--- config.mk ---
export PLATFORM = sky130hd
export DESIGN_NAME = multicycle_controller
export DESIGN_NICKNAME = d
export VERILOG_FILES = /design/src/rtl/mc_pkg.sv /design/src/rtl/alu_decoder.sv /design/src/rtl/multicycle_controller.sv
export SDC_FILE = /design/constraint.sdc
export NUM_CORES = 1
export LEC_CHECK = 0
export ABC_AREA = 1
export BUFFER_PORTS_ARGS = -buffer_cell sky130_fd_sc_hd__buf_2
export CAP_MARGIN = 20
export CORE_AREA = 2 2 43 45
export CTS_CLUSTER_DIAMETER = 50
export CTS_CLUSTER_SIZE = 16
export DETAILED_ROUTE_END_ITERATION = 10
export DIE_AREA = 0 0 45 47
export GPL_ROUTABILITY_DRIVEN = 0
export GPL_TIMING_DRIVEN = 1
export PLACE_DENSITY_LB_ADDON = 0.08
export REMOVE_ABC_BUFFERS = 1
export SYNTH_ARGS = -nofsm -noshare
export SYNTH_HDL_FRONTEND = slang
export SYNTH_SLANG_ARGS = --single-unit
--- constraint.sdc ---
create_clock -name CLK -period 1.67 [get_ports CLK]
set_input_delay 0.0835 -clock CLK [delete_from_list [all_inputs] [get_ports CLK]]
set_output_delay 0.0835 -clock CLK [all_outputs]
set_load 0.005 [all_outputs]
--- src/rtl/mc_pkg.sv ---
`default_nettype none
// ============================================================================
//  Module   : mc_pkg
//  Purpose  : Shared types and encodings for the multicycle RV32I controller:
//             FSM state enum, opcodes, datapath mux/ALU/immediate encodings.
//  Revision : 1.0  initial release
// ============================================================================
package mc_pkg;

  // Controller sequencing states
  typedef enum logic [3:0] {
    S_FETCH    = 4'd0,
    S_DECODE   = 4'd1,
    S_MEMADR   = 4'd2,
    S_MEMREAD  = 4'd3,
    S_MEMWB    = 4'd4,
    S_MEMWRITE = 4'd5,
    S_EXECR    = 4'd6,
    S_EXECI    = 4'd7,
    S_ALUWB    = 4'd8,
    S_BRANCH   = 4'd9,
    S_JAL      = 4'd10,
    S_LUIWB    = 4'd11
  } state_e;

  // Supported opcodes
  localparam logic [6:0] OP_LOAD   = 7'b0000011;
  localparam logic [6:0] OP_STORE  = 7'b0100011;
  localparam logic [6:0] OP_RTYPE  = 7'b0110011;
  localparam logic [6:0] OP_ITYPE  = 7'b0010011;
  localparam logic [6:0] OP_BRANCH = 7'b1100011;
  localparam logic [6:0] OP_JAL    = 7'b1101111;
  localparam logic [6:0] OP_LUI    = 7'b0110111;

  // ALUControl encodings
  localparam logic [2:0] ALU_ADD = 3'b000;
  localparam logic [2:0] ALU_SUB = 3'b001;
  localparam logic [2:0] ALU_AND = 3'b010;
  localparam logic [2:0] ALU_OR  = 3'b011;
  localparam logic [2:0] ALU_SLT = 3'b101;

  // ALUOp: what the ALU decoder is asked to produce
  localparam logic [1:0] ALUOP_ADD   = 2'b00;
  localparam logic [1:0] ALUOP_SUB   = 2'b01;
  localparam logic [1:0] ALUOP_FUNCT = 2'b10;

  // ResultSrc encodings
  localparam logic [1:0] RES_ALUOUT    = 2'b00;
  localparam logic [1:0] RES_DATA      = 2'b01;
  localparam logic [1:0] RES_ALURESULT = 2'b10;
  localparam logic [1:0] RES_IMMEXT    = 2'b11;

  // ALUSrcA encodings
  localparam logic [1:0] SRCA_PC    = 2'b00;
  localparam logic [1:0] SRCA_OLDPC = 2'b01;
  localparam logic [1:0] SRCA_RD1   = 2'b10;

  // ALUSrcB encodings
  localparam logic [1:0] SRCB_RD2  = 2'b00;
  localparam logic [1:0] SRCB_IMM  = 2'b01;
  localparam logic [1:0] SRCB_FOUR = 2'b10;

  // ImmSrc encodings
  localparam logic [2:0] IMM_I = 3'b000;
  localparam logic [2:0] IMM_S = 3'b001;
  localparam logic [2:0] IMM_B = 3'b010;
  localparam logic [2:0] IMM_J = 3'b011;
  localparam logic [2:0] IMM_U = 3'b100;

  // Immediate format depends only on the opcode, independent of FSM state
  function automatic logic [2:0] imm_src_of(input logic [6:0] op);
    logic [2:0] imm;
    imm = IMM_I;
    case (op)
      OP_LOAD, OP_ITYPE: imm = IMM_I;
      OP_STORE:          imm = IMM_S;
      OP_BRANCH:         imm = IMM_B;
      OP_JAL:            imm = IMM_J;
      OP_LUI:            imm = IMM_U;
      default:           imm = 3'b000;
    endcase
    return imm;
  endfunction

endpackage
`default_nettype wire

--- src/rtl/alu_decoder.sv ---
`default_nettype none
// ============================================================================
//  Module   : alu_decoder
//  Purpose  : Combinational ALUControl decode from ALUOp and instruction
//             function fields.
//  Revision : 1.0  initial release
// ============================================================================
module alu_decoder
  import mc_pkg::*;
(
  input  logic [1:0] alu_op,
  input  logic       op5,
  input  logic [2:0] funct3,
  input  logic       funct7_5,
  output logic [2:0] alu_control
);

  // Fixed add/sub for sequencing steps, function-field decode for execute
  always_comb begin
    alu_control = ALU_ADD;
    case (alu_op)
      ALUOP_SUB: alu_control = ALU_SUB;
      ALUOP_FUNCT: begin
        case (funct3)
          // Only register-register forms with funct7[5] select subtract;
          // addi ignores funct7 since those bits belong to its immediate.
          3'b000:  alu_control = (op5 && funct7_5) ? ALU_SUB : ALU_ADD;
          3'b010:  alu_control = ALU_SLT;
          3'b110:  alu_control = ALU_OR;
          3'b111:  alu_control = ALU_AND;
          default: alu_control = ALU_ADD;
        endcase
      end
      default: alu_control = ALU_ADD;
    endcase
  end

endmodule
`default_nettype wire

--- src/rtl/multicycle_controller.sv ---
`default_nettype none
// ============================================================================
//  Module   : multicycle_controller
//  Purpose  : Moore-style sequencing FSM for the multicycle RV32I datapath.
//             Drives all datapath enables/selects, stalls on MemReady.
//  Revision : 1.0  initial release
// ============================================================================
module multicycle_controller
  import mc_pkg::*;
(
  input  logic       CLK,
  input  logic       RST_N,
  input  logic [6:0] op,
  input  logic [2:0] funct3,
  input  logic [6:0] funct7,
  input  logic       Zero,
  input  logic       MemReady,
  output logic       PCWrite,
  output logic       AdrSrc,
  output logic       MemRead,
  output logic       MemWrite,
  output logic       IRWrite,
  output logic [1:0] ResultSrc,
  output logic [1:0] ALUSrcA,
  output logic [1:0] ALUSrcB,
  output logic [2:0] ALUControl,
  output logic [2:0] ImmSrc,
  output logic       RegWrite,
  output logic       Illegal
);

  state_e     state_q, state_d;
  logic       pc_write, mem_read, mem_write, ir_write, reg_write, illegal;
  logic [1:0] alu_op;

  // Only funct7[5] participates in decode; the rest are intentionally unused
  logic unused_funct7;
  assign unused_funct7 = ^{funct7[6], funct7[4:0]};

  // State register; reset abandons any instruction in flight
  always_ff @(posedge CLK or negedge RST_N) begin
    if (!RST_N) state_q <= S_FETCH;
    else        state_q <= state_d;
  end

  // Next-state and per-state datapath controls
  always_comb begin
    state_d   = state_q;
    pc_write  = 1'b0;
    mem_read  = 1'b0;
    mem_write = 1'b0;
    ir_write  = 1'b0;
    reg_write = 1'b0;
    illegal   = 1'b0;
    AdrSrc    = 1'b0;
    ResultSrc = RES_ALUOUT;
    ALUSrcA   = SRCA_PC;
    ALUSrcB   = SRCB_RD2;
    alu_op    = ALUOP_ADD;
    case (state_q)
      S_FETCH: begin
        mem_read  = 1'b1;
        ALUSrcA   = SRCA_PC;
        ALUSrcB   = SRCB_FOUR;
        ResultSrc = RES_ALURESULT;
        if (MemReady) begin
          ir_write = 1'b1;
          pc_write = 1'b1;
          state_d  = S_DECODE;
        end
      end
      S_DECODE: begin
        // Precompute the branch/jump target into ALUOut
        ALUSrcA = SRCA_OLDPC;
        ALUSrcB = SRCB_IMM;
        case (op)
          OP_LOAD, OP_STORE: state_d = S_MEMADR;
          OP_RTYPE:          state_d = S_EXECR;
          OP_ITYPE:          state_d = S_EXECI;
          OP_BRANCH:         state_d = S_BRANCH;
          OP_JAL:            state_d = S_JAL;
          OP_LUI:            state_d = S_LUIWB;
          default: begin
            illegal = 1'b1;
            state_d = S_FETCH;
          end
        endcase
      end
      S_MEMADR: begin
        ALUSrcA = SRCA_RD1;
        ALUSrcB = SRCB_IMM;
        state_d = op[5] ? S_MEMWRITE : S_MEMREAD;
      end
      S_MEMREAD: begin
        AdrSrc    = 1'b1;
        ResultSrc = RES_ALUOUT;
        mem_read  = 1'b1;
        if (MemReady) state_d = S_MEMWB;
      end
      S_MEMWB: begin
        ResultSrc = RES_DATA;
        reg_write = 1'b1;
        state_d   = S_FETCH;
      end
      S_MEMWRITE: begin
        AdrSrc    = 1'b1;
        ResultSrc = RES_ALUOUT;
        mem_write = 1'b1;
        if (MemReady) state_d = S_FETCH;
      end
      S_EXECR: begin
        ALUSrcA = SRCA_RD1;
        ALUSrcB = SRCB_RD2;
        alu_op  = ALUOP_FUNCT;
        state_d = S_ALUWB;
      end
      S_EXECI: begin
        ALUSrcA = SRCA_RD1;
        ALUSrcB = SRCB_IMM;
        alu_op  = ALUOP_FUNCT;
        state_d = S_ALUWB;
      end
      S_ALUWB: begin
        ResultSrc = RES_ALUOUT;
        reg_write = 1'b1;
        state_d   = S_FETCH;
      end
      S_BRANCH: begin
        ALUSrcA   = SRCA_RD1;
        ALUSrcB   = SRCB_RD2;
        alu_op    = ALUOP_SUB;
        ResultSrc = RES_ALUOUT;
        case (funct3)
          3'b000:  pc_write = Zero;
          3'b001:  pc_write = ~Zero;
          default: pc_write = 1'b0;
        endcase
        state_d = S_FETCH;
      end
      S_JAL: begin
        // PC takes the target from ALUOut while OldPC+4 is computed for rd
        ALUSrcA   = SRCA_OLDPC;
        ALUSrcB   = SRCB_FOUR;
        ResultSrc = RES_ALUOUT;
        pc_write  = 1'b1;
        state_d   = S_ALUWB;
      end
      S_LUIWB: begin
        ResultSrc = RES_IMMEXT;
        reg_write = 1'b1;
        state_d   = S_FETCH;
      end
      default: state_d = S_FETCH;
    endcase
  end

  alu_decoder u_alu_decoder (
    .alu_op      (alu_op),
    .op5         (op[5]),
    .funct3      (funct3),
    .funct7_5    (funct7[5]),
    .alu_control (ALUControl)
  );

  assign ImmSrc = imm_src_of(op);

  // Strobes are suppressed combinationally so nothing writes while in reset
  assign PCWrite  = pc_write  & RST_N;
  assign MemRead  = mem_read  & RST_N;
  assign MemWrite = mem_write & RST_N;
  assign IRWrite  = ir_write  & RST_N;
  assign RegWrite = reg_write & RST_N;
  assign Illegal  = illegal   & RST_N;

endmodule
`default_nettype wire

==> results of run 1 <==
-- worst max-delay path, stage by stage (launching register included) --
cell and delay [ps]:
sky130_fd_sc_hd__dfrtp_1 410, sky130_fd_sc_hd__nor2_4 140, sky130_fd_sc_hd__nand2_2 70, sky130_fd_sc_hd__inv_2 70, sky130_fd_sc_hd__ha_4 130, sky130_fd_sc_hd__nand2_2 50, sky130_fd_sc_hd__or2_4 230, sky130_fd_sc_hd__a31oi_1 150
sky130_fd_sc_hd__buf_2 130
-- layout by cell type, fill, tap and decap left out, drive strengths merged --
cell type | Yosys | routed
buf | 1 | 51
nand2 | 41 | 41
nor2 | 20 | 20
inv | 19 | 19
nand3 | 9 | 9
a21oi | 5 | 5
o21ai | 4 | 4
dfrtp | 4 | 4
clkbuf | 0 | 3
nand4 | 2 | 2
ha | 2 | 2
nor3b | 2 | 2
or2 | 1 | 1
a31oi | 1 | 1
nor4 | 1 | 1
xnor2 | 1 | 1
o211ai | 1 | 1
dlygate4sd3 | 0 | 1
-- timing repair --
item,4_1_cts,5_1_grt
endpoints found under the hold margin,4,0
gates resized for setup,10,11
gates cloned,0,0
pin swaps,3,9
setup endpoints to repair,3,6
setup buffers,8,6
hold buffers,1,0
-- power by group through the flow --
stage | clock [µW] | combinational [µW] | sequential, µW
final | 120 | 558 | 140
after global routing | 137 | 619 | 141
after CTS | 126 | 520 | 139
after detailed placement | 0 | 464 | 139
after global placement | 0 | 464 | 138
after floorplan | 0 | 271 | 153
-- stage by stage --
step                power, µW  setup TNS, ps  worst slack (ps)
floorplan                 424              0               165
global placement          603              0              71.3
detailed placement        603              0              37.8
CTS                       784          -21.7             -21.7
global route              897           -280             -98.8
finish                    818          -27.6             -27.6
-- how the worst max path moves through the flow --
stage | to | startpoint | depth (start not counted)
finish | ALUControl[0] | state_q[3] | 8
global route | ALUControl[0] | state_q[1] | 9
CTS | ALUControl[0] | state_q[1] | 9
detailed placement | ALUControl[0] | state_q[3] | 8
global placement | ALUControl[0] | state_q[3] | 8
floorplan | ALUControl[0] | state_q[2] | 8
-- per-layer routing --
metal  up-vias  global-route usage  wire [µm]
met5         -                   0          0
met4         0                   0          0
met3         0              0.0538        104
met2        26               0.303        806
met1       360               0.205        841
li1        470                   -          -
-- area by class of cell --
class / count / area (µm²)
fillers: 161 / 604
multi-input cells: 90 / 504
repair buffers: 52 / 322
flip-flops and latches: 4 / 101
inverters: 19 / 76.3
clock buffers: 3 / 22.5
well taps: 17 / 21.3
-- logic make-up after synthesis --
logic type,share of synthesized area
flip-flops,0.158
buffers and inverters,0.134
XOR/XNOR,0.0138
AND/OR/NAND/NOR,0.562
AO/OA/AOI/OAI,0.0927
adder cells (fa/ha/maj),0.0394
==> impl_metrics.json, run 1 <==
{
  "tritoncts.num_buffers": 3,
  "worst_ir_drop_vdd_mv": 0.613,
  "grtUsageTotal": 0.167,
  "maxSlewHeadroom": 0.778,
  "netlist_instances": 114,
  "regMostFlops": "state_q",
  "min_period_over_period": 1.02,
  "layout.nets": 193,
  "cts.htree.levels": 1,
  "intPower_uw": 454,
  "final-hold-violation-count": 0,
  "worstRegToRegCells": 8,
  "fin_crit_ps": 1700,
  "die_width_um": 45,
  "clock_power_share": 0.147,
  "crit_path_end_kind": "output port",
  "synth_sequential_area_ratio": 0.158,
  "rows": 15,
  "timing.final.ws_setup_ps": -27.6,
  "setup_violations": 1,
  "crit_path_max_fanout": 3,
  "total_of_buffers_placed_on_input_and_output_ports": 33,
  "top_regs": "state_q: 4 flops",
  "p_comb_frac": 0.682,
  "chipHeight_um": 47,
  "asyncSetResetFlopFracSynth": 1.00,
  "grt_pass1_wl_um": 2610,
  "detail_route.drc_violations": 0,
  "synth_ff_type": "sky130_fd_sc_hd__dfrtp_1",
  "grt_remaining_overflow": 0,
  "route.vias.total": 856,
  "yosysTopAreaCellShare": 0.231,
  "power.sequential.fraction": 0.171,
  "grt_max_degree": 11,
  "synth_edf_count": 0,
  "cap_viol_max_count": 0,
  "reg2reg_setup_slack_ps": 230,
  "status": "finished with violations",
  "fp.dieArea_um2": 2120,
  "fmaxAchievable_mhz": 589,
  "final_cells": 185,
  "syn-cell-area_um2": 634,
  "grt_setup_unrepaired": "true",
  "worst_path_arrival_time_ps": 1610,
  "skew_ps": 4.98,
  "clock_path_buffers": 2,
  "hold_class": "input pin to async pin",
  "synth_area_per_cell_um2": 5.56,
  "initial_utilization": 0.384,
  "leakage_power_of_the_design_uw": 0.000640,
  "cts.root.buffer_cell": "sky130_fd_sc_hd__clkbuf_4",
  "tightest_slew_ps": 332,
  "drt_first_pass_iters": 4,
  "synth_cell_type_count": 24,
  "critical_path_required_ps": 1590,
  "synth_seq_cells": 4,
  "drt.antenna.violating_nets": 0,
  "violations_in_the_final_reports": "negative setup slack",
  "timing.final.max_slew_violations": 0,
  "clkSinkCount": 4,
  "yosys.area.top_type": "sky130_fd_sc_hd__nand2_1",
  "yosysWarningCount": 0,
  "place_hpwl_um": 1310,
  "dpl-instance-area_um2": 847,
  "ys_top_cells_by_count": "39 x sky130_fd_sc_hd__nand2_1, 15 x sky130_fd_sc_hd__inv_1, 15 x sky130_fd_sc_hd__nor2_1",
  "cts_tree": "yes",
  "drive_gt1_frac": 0.464,
  "critical_path.reg2reg.startpoint": "state_q[3]",
  "drt_iter0_drc": 7,
  "pin_count": 40,
  "dp.cells": 168,
  "critPathKind": "register to output port",
  "hold_slack_ps": 209,
  "drt-wirelength-per-cell_um": 9.47,
  "fp.coreArea_um2": 1650,
  "utilization": 0.634,
  "critical_path.startpoint_type": "register",
  "power.density_nw_per_um2": 781,
  "wl_um": 1750,
  "sw_frac_of_total": 0.445,
  "synth_area_leaders": "sky130_fd_sc_hd__nand2_1 23%, sky130_fd_sc_hd__dfrtp_1 16%, sky130_fd_sc_hd__inv_1 8.9%",
  "synth.most_common_cell": "sky130_fd_sc_hd__nand2_1",
  "area_growth_pct": 65.1,
  "antenna_found_initial": 0,
  "worstReg2RegEnd": "state_q[2]",
  "worst_setup_hold_path_clk_slew_ps": 40,
  "power.switching_uw": 364,
  "largest_reg_flops": 4,
  "first_global_vias": 663,
  "fin_area_um2": 1050,
  "worst_skew_pair.late_latency_ps": 230,
  "antenna-diode-count": 0,
  "post_drt_via_cell_ratio": 4.63
}
Power figures use the tool's default switching activity.
==> run 2: changes to the inputs <==
==> constraint.sdc (replaced) <==
create_clock -name CLK -period 1.67 [get_ports CLK]
set_input_delay 0.334 -clock CLK [delete_from_list [all_inputs] [get_ports CLK]]
set_output_delay 0.334 -clock CLK [all_outputs]
set_load 0.005 [all_outputs]
==> run 2 against run 1 <==
  * The flow still finishes with violations (negative setup slack)
  * Power grew 32%
  * Wire length grew 34%
  * Clock power grew 5%
  * Worst setup slack lost 270 ps
  * Sequential power is essentially flat
  * Via count grew 13%
  * Worst hold slack gained 260 ps
  * Clock-buffer cell count is the same
  * Largest cell class unchanged
==> impl_metrics.json, run 2 (synthesis gave the netlist of run 1 again) <==
{
  "grt_setup_unrepaired": "true",
  "worst_skew_pair.late_latency_ps": 240,
  "hold_class": "input pin to register",
  "initial_utilization": 0.384,
  "status": "finished with violations",
  "timing.final.max_slew_violations": 0,
  "clkSinkCount": 4,
  "critical_path_required_ps": 1340,
  "regMostFlops": "state_q",
  "worst_setup_hold_path_clk_slew_ps": 40,
  "drt-wirelength-per-cell_um": 11.9,
  "n_fill_cell": 123,
  "drt_first_pass_iters": 4,
  "fin_area_um2": 1270,
  "crit_path_max_fanout": 3,
  "setup_tns_ps": -2590,
  "total_of_buffers_placed_on_input_and_output_ports": 33,
  "detail_route.drc_violations": 0,
  "drt_iter0_drc": 16,
  "worst_ir_drop_vdd_mv": 0.603,
  "critPathKind": "register to output port",
  "area_growth_pct": 101,
  "power.density_nw_per_um2": 846,
  "cts.htree.levels": 1,
  "tritoncts.num_buffers": 3,
  "fin_crit_ps": 1970,
  "dp.cells": 180,
  "detailedPlace.worstSlack_ps": -190,
  "most-common-layout-cells": "33 x sky130_fd_sc_hd__buf_2, 26 x sky130_fd_sc_hd__nand2_1, 18 x sky130_fd_sc_hd__buf_4",
  "violations_in_the_final_reports": "negative setup slack",
  "final-hold-violation-count": 0,
  "grt_pass1_wl_um": 3440,
  "top_regs": "state_q: 4 flops",
  "timing.final.ws_setup_ps": -301,
  "pin_count": 40,
  "clock_path_buffers": 2,
  "cts_tree": "yes",
  "rows": 15,
  "p_comb_frac": 0.751,
  "layout.nets": 205,
  "fmaxAchievable_mhz": 507,
  "leakage_power_of_the_design_uw": 0.000762,
  "intPower_uw": 597,
  "drt.antenna.violating_nets": 0,
  "final_cells": 197,
  "maxSlewHeadroom": 0.858,
  "grtUsageTotal": 0.218,
  "dpl-instance-area_um2": 937,
  "min_period_over_period": 1.18,
  "power.sequential.fraction": 0.132,
  "first_global_vias": 873,
  "post_drt_via_cell_ratio": 4.91,
  "sw_frac_of_total": 0.446,
  "largest_reg_flops": 4,
  "tightest_slew_ps": 211,
  "fp.coreArea_um2": 1650,
  "critical_path.startpoint_type": "register",
  "layout_commonest_cell": "sky130_fd_sc_hd__buf_2",
  "route.vias.total": 968,
  "cap_viol_max_count": 0,
  "drive_gt1_frac": 0.606,
  "skew_ps": 0.160,
  "power.switching_uw": 480,
  "worst_path_arrival_time_ps": 1640,
  "clock_power_share": 0.117,
  "die_width_um": 45,
  "grt_max_degree": 6,
  "wl_um": 2350,
  "antenna_found_initial": 0,
  "setup_violations": 15,
  "grt_remaining_overflow": 0,
  "utilization": 0.770,
  "crit_path_end_kind": "output port",
  "fp.dieArea_um2": 2120,
  "antenna-diode-count": 0,
  "chipHeight_um": 47,
  "place_hpwl_um": 1510,
  "cts.root.buffer_cell": "sky130_fd_sc_hd__clkbuf_4"
}
[run 2: changes by cell type in the layout (fill, tap and decap cells not counted), sizes merged]
| cell | previous run | this run |
|---|---|---|
| buf | 51 | 63 |
[run 2: area by class of cell]
| type | instances | area (µm²) | area share |
|---|---|---|---|
| inverter | 19 | 76.3 | 0.0600 |
| multi-input combinational | 90 | 604 | 0.475 |
| sequential | 4 | 103 | 0.0806 |
| tap | 17 | 21.3 | 0.0167 |
| clock buffer | 3 | 22.5 | 0.0177 |
| timing repair buffer | 64 | 445 | 0.350 |
[run 2: path summary, 6_finish.rpt]
path	start	end	slack, ps	cells past startpoint
min in group asynchronous	RST_N	state_q[0]	550	2
max	state_q[3]	ALUControl[0]	-300	8
max reg2reg	state_q[2]	state_q[0]	70	11
min	op[4]	state_q[2]	470	5
max in group asynchronous	RST_N	state_q[1]	930	2
min reg2reg	state_q[1]	state_q[2]	720	4
[run 2: power groups by stage]
stage                     logic [µW]  registers, µW  clock network, µW
final                            809            142                126
after global routing             872            144                133
after CTS                        729            140                127
after detailed placement         550            138                  0
after global placement           544            137                  0
after floorplan                  271            153                  0
[run 2: stage by stage]
step / hold slack [ps] / power [µW]
finish: 468 / 1080
global route: 528 / 1150
CTS: 464 / 996
detailed placement: 168 / 688
global placement: 167 / 681
floorplan: 38.4 / 424
[run 2: critical path: stages, from the launching register on]
cell,delay (ps)
sky130_fd_sc_hd__dfrtp_2,420
sky130_fd_sc_hd__nor2_4,140
sky130_fd_sc_hd__nand2_2,70
sky130_fd_sc_hd__inv_2,80
sky130_fd_sc_hd__ha_4,130
sky130_fd_sc_hd__nand2_2,60
sky130_fd_sc_hd__or2_4,230
sky130_fd_sc_hd__a31oi_1,140
sky130_fd_sc_hd__buf_2,130
[run 2: metal layers]
| layer | share of wire | GRT usage |
|---|---|---|
| met1 | 0.40 | 0.250 |
| met2 | 0.53 | 0.426 |
| met3 | 0.057 | 0.0385 |
| met4 | 0.018 | 0.0353 |
| met5 | 0 | 0 |
[run 2: timing repair]
| item | in CTS | in global routing |
|---|---|---|
| gates resized for setup | 33 | 27 |
| hold buffers | 1 | 0 |
| pin swaps | 15 | 19 |
| setup endpoints to repair | 11 | 17 |
| setup buffers | 11 | 4 |
| endpoints found under the hold margin | 4 | 0 |
==> run 3: changes to the inputs <==
--- a/config.mk
+++ b/config.mk
@@ -8,15 +8,17 @@
 export ABC_AREA = 1
 export BUFFER_PORTS_ARGS = -buffer_cell sky130_fd_sc_hd__buf_2
 export CAP_MARGIN = 20
-export CORE_AREA = 2 2 43 45
+export CORE_AREA = 2 2 41 43
 export CTS_CLUSTER_DIAMETER = 50
 export CTS_CLUSTER_SIZE = 16
 export DETAILED_ROUTE_END_ITERATION = 10
-export DIE_AREA = 0 0 45 47
+export DIE_AREA = 0 0 43 45
 export GPL_ROUTABILITY_DRIVEN = 0
 export GPL_TIMING_DRIVEN = 1
 export PLACE_DENSITY_LB_ADDON = 0.08
+export RECOVER_POWER = 50
 export REMOVE_ABC_BUFFERS = 1
+export SLEW_MARGIN = 25
 export SYNTH_ARGS = -nofsm -noshare
 export SYNTH_HDL_FRONTEND = slang
 export SYNTH_SLANG_ARGS = --single-unit
==> constraint.sdc (replaced) <==
create_clock -name CLK -period 2.4 [get_ports CLK]
set_input_delay 0.48 -clock CLK [delete_from_list [all_inputs] [get_ports CLK]]
set_output_delay 0.48 -clock CLK [all_outputs]
set_load 0.005 [all_outputs]
==> run 3 against run 2 <==
  * The flow now finishes without violations
  * Worst hold slack worse by 340 ps
  * Global-route usage down 5.1 points
  * Cell count down 15%
  * Die area down 8.5%
  * Sequential share of layout area up 4.3 points
  * Combinational power down 62%
  * Wire length down 35%
  * First-iteration DRC count down 44%
  * Critical path type unchanged
  * Largest power group unchanged
==> impl_metrics.json, run 3 (synthesis gave the netlist of run 1 again) <==
{
  "pin_count": 40,
  "timing.final.max_slew_violations": 0,
  "crit_path_max_fanout": 4,
  "grt_setup_unrepaired": "false",
  "detailedPlace.worstSlack_ps": 283,
  "hold_class": "input pin to async pin",
  "rows": 14,
  "cap_viol_max_count": 0,
  "timing.final.ws_setup_ps": 141,
  "grt_pass1_wl_um": 2590,
  "worst_skew_pair.late_latency_ps": 230,
  "power.density_nw_per_um2": 581,
  "first_global_vias": 675,
  "skew_ps": 0.389,
  "grtUsageTotal": 0.167,
  "maxSlewHeadroom": 0.769,
  "leakage_power_of_the_design_uw": 0.000531,
  "cts_tree": "yes",
  "hold_slack_ps": 129,
  "grt_max_degree": 11,
  "grt_remaining_overflow": 0,
  "wl_um": 1530,
  "drive_gt1_frac": 0.322,
  "clock_path_buffers": 2,
  "tightest_slew_ps": 346,
  "area_growth_pct": 32.5,
  "drt_iter0_drc": 9,
  "setup_violations": 0,
  "antenna_found_initial": 0,
  "die_width_um": 43,
  "clkSinkCount": 4,
  "critical_path.startpoint_type": "register",
  "layout.nets": 177,
  "total_of_buffers_placed_on_input_and_output_ports": 33,
  "min_period_over_period": 0.941,
  "route.vias.total": 769,
  "critPathKind": "register to output port",
  "post_drt_via_cell_ratio": 4.58,
  "detail_route.drc_violations": 0,
  "reg2reg_setup_slack_ps": 910,
  "final-hold-violation-count": 0,
  "top_regs": "state_q: 4 flops",
  "crit_path_end_kind": "output port",
  "initial_utilization": 0.431,
  "regMostFlops": "state_q",
  "p_total_uw": 489,
  "fin_crit_ps": 2260,
  "n_fill_cell": 174,
  "most-common-layout-cells": "39 x sky130_fd_sc_hd__nand2_1, 28 x sky130_fd_sc_hd__buf_2, 16 x sky130_fd_sc_hd__nor2_1",
  "drt-wirelength-per-cell_um": 9.08,
  "fp.dieArea_um2": 1940,
  "worst_ir_drop_vdd_mv": 0.448,
  "worst_setup_hold_path_clk_slew_ps": 40,
  "dp.cells": 163,
  "place_hpwl_um": 1330,
  "setup_tns_ps": 0,
  "tritoncts.num_buffers": 3,
  "drt_first_pass_iters": 4,
  "fp.coreArea_um2": 1470,
  "worst_path_arrival_time_ps": 1780,
  "status": "finished, final reports clean",
  "drt.antenna.violating_nets": 0,
  "antenna-diode-count": 0,
  "layout_commonest_cell": "sky130_fd_sc_hd__nand2_1",
  "cts.root.buffer_cell": "sky130_fd_sc_hd__clkbuf_4",
  "fmaxAchievable_mhz": 443,
  "chipHeight_um": 45,
  "final_cells": 168,
  "cts.htree.levels": 1,
  "critical_path_required_ps": 1920,
  "largest_reg_flops": 4
}
==> run 3: changes by cell type in the layout (fill, tap and decap cells not counted), sizes merged <==
cell         previous run  this run
buf                    63        30
clkbuf                  3         9
dlygate4sd3             1         0
==> run 3: repair_timing <==
action / in CTS / in global routing
resized for setup: 0 / 3
hold buffers: 0 / 0
setup endpoints to repair: 0 / 1
buffers inserted: 0 / 2
==> run 3: cell type report <==
class                   count  area (µm²)  area share
well taps                  16        20.0      0.0238
flip-flops and latches      4         104       0.124
repair buffers             36         179       0.213
multi-input cells          90         442       0.525
inverters                  19        73.8      0.0878
clock buffers               3        22.5      0.0268
==> run 3: path summary, 6_finish.rpt <==
kind / depth (start not counted) / end / startpoint
worst max-delay path: 8 / ALUControl[0] / state_q[3]
worst max register to register: 8 / state_q[2] / state_q[2]
worst min register to register: 3 / state_q[2] / state_q[3]
max in group asynchronous: 1 / state_q[2] / RST_N
worst min-delay path: 1 / state_q[0] / RST_N
min in group CLK: 4 / state_q[2] / MemReady
==> run 3: worst max-delay path, stage by stage (launching register included) <==
cell                      delay [ps]
sky130_fd_sc_hd__dfrtp_2         440
sky130_fd_sc_hd__nor2_4          130
sky130_fd_sc_hd__nand2_1         100
sky130_fd_sc_hd__inv_1            80
sky130_fd_sc_hd__ha_1            170
sky130_fd_sc_hd__nand2_1          70
sky130_fd_sc_hd__or2_2           280
sky130_fd_sc_hd__a31oi_1         160
sky130_fd_sc_hd__buf_2           130
==> run 3: where the power goes <==
part           leakage [µW]  internal, µW  switching, µW
clock network     0.0000138          55.8           25.5
logic              0.000468           132            176
registers         0.0000486          82.0           17.2
total              0.000531           270            218
==> run 3: layer usage <==
layer | wire length (µm) | up-vias | part of all wire | track usage
met5 | 0 | - | 0 | 0
met2 | 749 | 14 | 0.49 | 0.312
li1 | - | 431 | - | -
met3 | 61 | 0 | 0.040 | 0.0240
met1 | 714 | 324 | 0.47 | 0.212
met4 | 0 | 0 | 0 | 0.0182
==> run 3: metrics by stage <==
step           instance area, µm²   util
2_1_floorplan                 623      -
6_report                      841  0.571
3_3_place_gp                  816  0.554
3_5_place_dp                  816  0.554
5_1_grt                       841  0.571
4_1_cts                       838  0.570
